===== config.mk =====
export PLATFORM = sky130hd
export DESIGN_NAME = fft_shift_ctrl
export DESIGN_NICKNAME = d
export VERILOG_FILES = /design/src/rtl/fft_shift_pkg.sv /design/src/rtl/sat_counter.sv /design/src/rtl/fft_shift_ctrl.sv
export SDC_FILE = /design/constraint.sdc
export NUM_CORES = 1
export LEC_CHECK = 0
export ABC_AREA = 0
export CORE_UTILIZATION = 46
export DETAILED_ROUTE_END_ITERATION = 8
export PLACE_DENSITY = 0.77
export SKIP_CTS_REPAIR_TIMING = 1
export SLEW_MARGIN = 0
export SYNTH_ARGS = -nofsm -noshare
export SYNTH_HDL_FRONTEND = slang
export SYNTH_HIERARCHICAL = 1
export SYNTH_SLANG_ARGS = --single-unit

===== constraint.sdc =====
create_clock -name user_clk -period 2.1 [get_ports user_clk]
set_input_delay 0.21 -clock user_clk [delete_from_list [all_inputs] [get_ports user_clk]]
set_output_delay 0.21 -clock user_clk [all_outputs]
set_load 0.02 [all_outputs]

===== src/rtl/fft_shift_pkg.sv =====
// fft_shift_pkg: shared defaults and controller state encoding for the FFT shift controller.
package fft_shift_pkg;
    localparam int N_STAGES_DEF = 11;
    localparam int OF_CNT_W_DEF = 16;
    typedef enum logic {WAIT_SYNC, RUN} state_t;
endpackage


===== src/rtl/sat_counter.sv =====
// sat_counter: saturating up-counter; a clear beats a simultaneous increment.
module sat_counter #(
    parameter int W = 16
) (
    input  logic         clk,
    input  logic         rst,
    input  logic         clr,
    input  logic         inc,
    output logic [W-1:0] count
);
    always_ff @(posedge clk or posedge rst) begin
        if (rst) count <= '0;
        else if (clr) count <= '0;
        else if (inc && count != '1) count <= count + W'(1);
    end
endmodule


===== src/rtl/fft_shift_ctrl.sv =====
// fft_shift_ctrl: frame-aligned FFT shift schedule loader with per-frame overflow tracking.
module fft_shift_ctrl
    import fft_shift_pkg::*;
#(
    parameter int N_STAGES = N_STAGES_DEF,
    parameter int OF_CNT_W = OF_CNT_W_DEF
) (
    input  logic                user_clk,
    input  logic                user_rst,
    input  logic [31:0]         shift_reg,
    input  logic                sync_in,
    input  logic                of_in,
    input  logic                of_clr,
    output logic [N_STAGES-1:0] shift_out,
    output logic                sync_out,
    output logic                shift_changed,
    output logic                of_frame,
    output logic [OF_CNT_W-1:0] of_count
);
    state_t state, state_nxt;
    logic [N_STAGES-1:0] cand, pending;
    logic acc, frame_close, unused_bits;

    assign unused_bits = ^shift_reg;
    assign frame_close = (state == RUN) && sync_in;

    always_ff @(posedge user_clk or posedge user_rst) begin
        if (user_rst) state <= WAIT_SYNC;
        else state <= state_nxt;
    end

    always_comb begin
        state_nxt = (state == WAIT_SYNC && sync_in) ? RUN : state;
    end

    // A word is accepted only once it has been seen on two consecutive cycles.
    always_ff @(posedge user_clk or posedge user_rst) begin
        if (user_rst) begin
            cand          <= '1;
            pending       <= '1;
            shift_out     <= '1;
            sync_out      <= 1'b0;
            shift_changed <= 1'b0;
            acc           <= 1'b0;
            of_frame      <= 1'b0;
        end else begin
            cand          <= shift_reg[N_STAGES-1:0];
            sync_out      <= sync_in;
            shift_changed <= sync_in && (pending != shift_out);
            if (shift_reg[N_STAGES-1:0] == cand) pending <= cand;
            if (sync_in) shift_out <= pending;
            if (frame_close) of_frame <= acc;
            if (sync_in) acc <= of_in;
            else if (state == RUN) acc <= acc | of_in;
        end
    end

    sat_counter #(.W(OF_CNT_W)) u_of_cnt (
        .clk   (user_clk),
        .rst   (user_rst),
        .clr   (of_clr),
        .inc   (frame_close && acc),
        .count (of_count)
    );
endmodule


==> After elaboration in Yosys (flattened, before gate mapping) <==
Index checks and enable logic that the tools add are counted.
W data, S select, Z words.
{ "op_classes": {"n_addsub": 1, "n_mul": 0, "div": 0, "n_lt_le_gt_ge": 0, "eq_ne": 3, "shift": 0, "n_mux": 4, "bitwise": 2, "reduce_logical": 7} }
{ "ops": {"columns": ["cell", "n"], "rows": [
  ["$mux W16", 2],
  ["$add A16 B1 Y16 const B", 1],
  ["$ne A16 B16 Y1 const B", 1],
  ["$eq A11 B11 Y1", 1],
  ["$ne A11 B11 Y1", 1],
  ["$logic_and A1 B1 Y1", 5],
  ["$reduce_bool A2 Y1", 2],
  ["$mux W1", 2],
  ["$not A1 Y1", 1],
  ["$or A1 B1 Y1", 1]
]} }
{ "word_totals": {"regBits": 54, "latch_bits": 0, "mem_bits_rw": 0, "mem_bits_ro": 0, "inputBits": 37, "output_inout_bits": 30, "word_cells": 26, "n_memories": 0} }

==> Longest topological paths before layout <==
{ "depth": {"ltp_word": 5, "mapped_depth": 6} }

==> Hierarchy <==
The synthesis kept the hierarchy.
{ "by_module_without_submodules": {"columns": ["mod", "n_inst", "cells_per_inst", "area_per_inst_um2", "seq_area_each_um2"], "rows": [
  ["fft_shift_ctrl", 1, 99, 1540.2, 992.2],
  ["sat_counter", 1, 101, 932.1, 400.4]
]} }

==> Worst setup path after synthesis <==
No wires, ideal clock.
{ "synth_timing": {"kind": "register -> register", "from": "reg u_of_cnt.count[0]", "to": "reg u_of_cnt.count[0]", "arrival_time_ns": 1.783, "slack_ns": 0.193, "stages_incl_launch_ff": 7, "n_path_buf": 1, "period_less_slack_ns": 1.907, "cell_sequence": "dfrtp_1 ha_1 clkbuf_1 nand3_1 nor4_1 nor2b_1 mux2_2"} }
{ "synth_between": {"elab_chain_len": 3} }
{ "synth_lines": {"columns": ["item", "line", "text"], "rows": [
  ["start: declaration", "sat_counter.sv:9", "output logic [W-1:0] count"],
  ["start signal: assignment", "sat_counter.sv:14", "else if (inc && count != '1) count <= count + W'(1);"],
  ["$add A16 B1 Y16 / $ne A16 B16 Y1 (equally long branches)", "sat_counter.sv:14", null],
  ["$mux W16 / $logic_and A1 B1 Y1 (equally long branches)", "sat_counter.sv:14", null],
  ["$mux W16 / $reduce_bool A2 Y1 (equally long branches)", null, null]
]} }
Parallel ways exist; a longest one is shown, timed or not. The select of a mux whose other input is x is not followed.
A chain may end at the register's enable or synchronous reset.

==> Worst setup path in the final report <==
{ "layout_timing": {"from": "reg u_of_cnt.count[0]", "to": "reg u_of_cnt.count[12]"} }
Same word-level chain as after synthesis.

==> results.py <==
metrics = {
    "run_status": {
        "status": "completed",
    },
    "critical_path": {
        "cp.required_ns": 2.33,
        "cp-end-kind": "flop",
        "path_buf_inv": 0,
        "cp_slowest_cell": "dfrtp_1",
        "cp_num_cells": 5,
        "cpPeakStageDelay_ns": 0.46,
        "crit_family": "simple AND/OR/NAND/NOR gates",
        "critPathLaunchType": "flop",
        "criticalPathCategory": "flop to flop",
        "path_max_fanout": 8,
        "cp_cell_sequence": "ha_1, nand3_1, or4_1, or3_1, a21oi_1",
        "rr_worst_depth": 5,
        "cp.arrival_ns": 2.15,
    },
    "floorplanning": {
        "core-area_mm2": 0.00514,
        "dieHeight_um": 75.3,
        "core.rowCount": 26,
        "floorplan.die_area_mm2": 0.00567,
        "ios": 67,
        "initial_core_util_pct": 48.1,
        "die_w_um": 75.3,
    },
    "yosys": {
        "yosysUniqueCellTypes": 39,
        "synth_top_area_share_pct": 35.1,
        "synth_edf_count": 0,
        "async_reset_ff_share_pct": 100,
        "synthCells": 200,
        "synth_top_area_cell": "dfstp_2",
        "synth_seq_cells": 54,
        "yosysWarnings": 6,
        "synthesis.area_mm2": 0.00247,
        "syn_nets": 238,
        "avgSynthCellArea_um2": 12.4,
        "seq_area_frac_synth_pct": 56.3,
        "ys.flop_type": "dfstp_2",
        "synth_area_leaders": "dfstp_2, dfrtp_1, mux2_2",
    },
    "timing": {
        "period_share_pct": 91.4,
        "rsz0062_at_grt": "no",
        "slew_violations": 0,
        "fin_skew_ns": 0.0151,
        "finalSetupTns_ns": 0,
        "max_slew_margin_pct": 57.0,
        "worst_slew_pin_slew_ns": 0.644,
        "period_minus_slack_ns": 1.92,
        "fmax_mhz": 521,
        "setup_viol": 0,
        "finalHoldViolCount": 0,
    },
    "pwr": {
        "combinationalPowerShare_pct": 10.8,
        "power.total_mw": 1.95,
        "p_per_area_mw_per_mm2": 620,
        "p_clk_share_pct": 31.7,
        "p_leak_nw": 1.27,
        "internal-power_mw": 1.47,
        "p_sw_share_pct": 24.3,
        "power_frac_seq_pct": 57.6,
        "ir_worst_vdd_v": 0.000428,
        "switchingPower_mw": 0.474,
    },
    "global_routing": {
        "grt_usage_pct": 19.2,
        "grt_pass1_vias": 1739,
        "grt_max_degree": 39,
        "antenna_found_initial": 0,
        "grt_pass1_wl_um": 8160,
        "grt.overflow.total": 0,
    },
    "clocking": {
        "cts_tree": "built",
        "cts_made_buffers": 5,
        "cts_root_buf": "clkbuf_8",
        "clock_path_buffers": 2,
        "cts_num_sinks": 54,
        "clk_latency_ns": 0.31,
        "htreeDepth": 2,
        "clk_pin_slew_ns": 0.10,
    },
    "placement": {
        "dp_hpwl_um": 3470,
        "place_area_mm2": 0.00304,
        "io_buffers": 45,
        "place_congestion": 0.828,
    },
    "route": {
        "drt_iter0_markers": 114,
        "detail_route.wl_per_cell_um": 14.8,
        "ant_nets": 0,
        "drc_errors": 0,
        "dr.pass1.iters": 4,
        "num_vias": 1792,
        "viasPerCell": 5.48,
        "drt-total-wl_um": 4860,
    },
    "cells_and_area": {
        "area_growth_pct": 27.2,
        "drive_gt1_share_pct": 31.5,
        "final_nets": 294,
        "postLayoutCellArea_mm2": 0.00314,
        "diodes": 0,
    },
    "run": {
        "maxCapViolCount": 0,
    },
    "hold_path": {
        "hp-class": "primary input to asynchronous set/reset pin",
    },
}
[per-layer routing]
metal | up-vias | global-route usage, % | share of wire (%)
li1 | 846 | - | -
met1 | 884 | 26.3 | 46
met2 | 54 | 30.0 | 47
met3 | 8 | 4.50 | 5.3
met4 | 0 | 7.20 | 1.7
met5 | - | 0 | 0
[path summary, 6_finish.rpt]
path / slack [ns] / to / startpoint
min in group user_clk: 0.34 / cand[10] / shift_reg[10]
worst min-delay path: 0.32 / u_of_cnt/count[14] / user_rst
worst max-delay path: 0.18 / u_of_cnt/count[12] / u_of_cnt/count[0]
max in group asynchronous: 1.36 / u_of_cnt/count[1] / user_rst
worst min register to register: 0.49 / of_frame / of_frame
worst max register to register: 0.18 / u_of_cnt/count[12] / u_of_cnt/count[0]
[logic make-up (layout without fill, tap and decap cells)]
family,Yosys count,count (layout),synth area share [%]
adder cells (fa/ha/maj),1,1,0.506
buffers and inverters,11,68,2.43
multiplexers,25,25,11.3
flip-flops,54,54,56.3
AND/OR/NAND/NOR,59,59,14.8
AO/OA/AOI/OAI,28,28,6.83
XOR/XNOR,22,22,7.79
[cell usage after synthesis (2+ instances only)]
cell type and count:
dfstp_2 33, mux2_2 24, dfrtp_1 21, a21oi_1 12
xnor2_1 11, xor2_1 11, nand3_1 8, nand2_1 7
nand4_1 6, or3_1 6, or4_1 6, inv_1 5
nor3_1 5, nor4_1 5, o21ai_0 5, o31ai_1 5
nor2_1 3, nor2b_1 3, a31oi_1 2, nand2b_1 2
o41ai_1 2
[state kept, by name, indices dropped and copies added, names as in the netlist]
register        count
u_of_cnt/count     16
of_frame            1
shift_out          11
pending            11
shift_changed       1
acc                 1
sync_out            1
state               1
cand               11
[power by group through the flow]
| stage | logic [mW] | registers (mW) | clock network, mW |
|---|---|---|---|
| 6_report | 0.210 | 1.12 | 0.617 |
| 5_1_grt | 0.231 | 1.13 | 0.667 |
| 4_1_cts | 0.214 | 1.12 | 0.637 |
| 3_5_place_dp | 0.213 | 1.14 | 0 |
| 3_3_place_gp | 0.209 | 1.14 | 0 |
| 2_1_floorplan | 0.0930 | 1.16 | 0 |
[layout by cell type (no fill, tap or decap), types with 7 or more instances in the layout]
cell type / count
nand3_1: 8
nand2_1: 7
dfstp_2: 33
clkdlybuf4s50_1: 45
dfrtp_1: 21
xnor2_1: 11
xor2_1: 11
mux2_2: 24
a21oi_1: 12
buf_4: 10
[final cells by class]
cell class              instances  area, um2
flip-flops and latches         54       1390
multi-input cells             135       1020
well taps                      70       87.6
repair buffers                 55        526
inverters                       5       18.8
fillers                       444       2000
clock inverters                 2       17.5
clock buffers                   6       82.6
[stage by stage]
step	hold slack (ns)	utilization (%)	worst slack, ns	instances
2_1_floorplan	0.124	-	0.193	200
3_3_place_gp	0.474	59.2	0.00687	319
3_5_place_dp	0.473	59.2	-0.0227	319
4_1_cts	0.333	61.2	0.195	327
5_1_grt	0.341	61.2	0.0814	327
6_report	0.322	61.2	0.180	327
(Power assumes the default switching activity.)
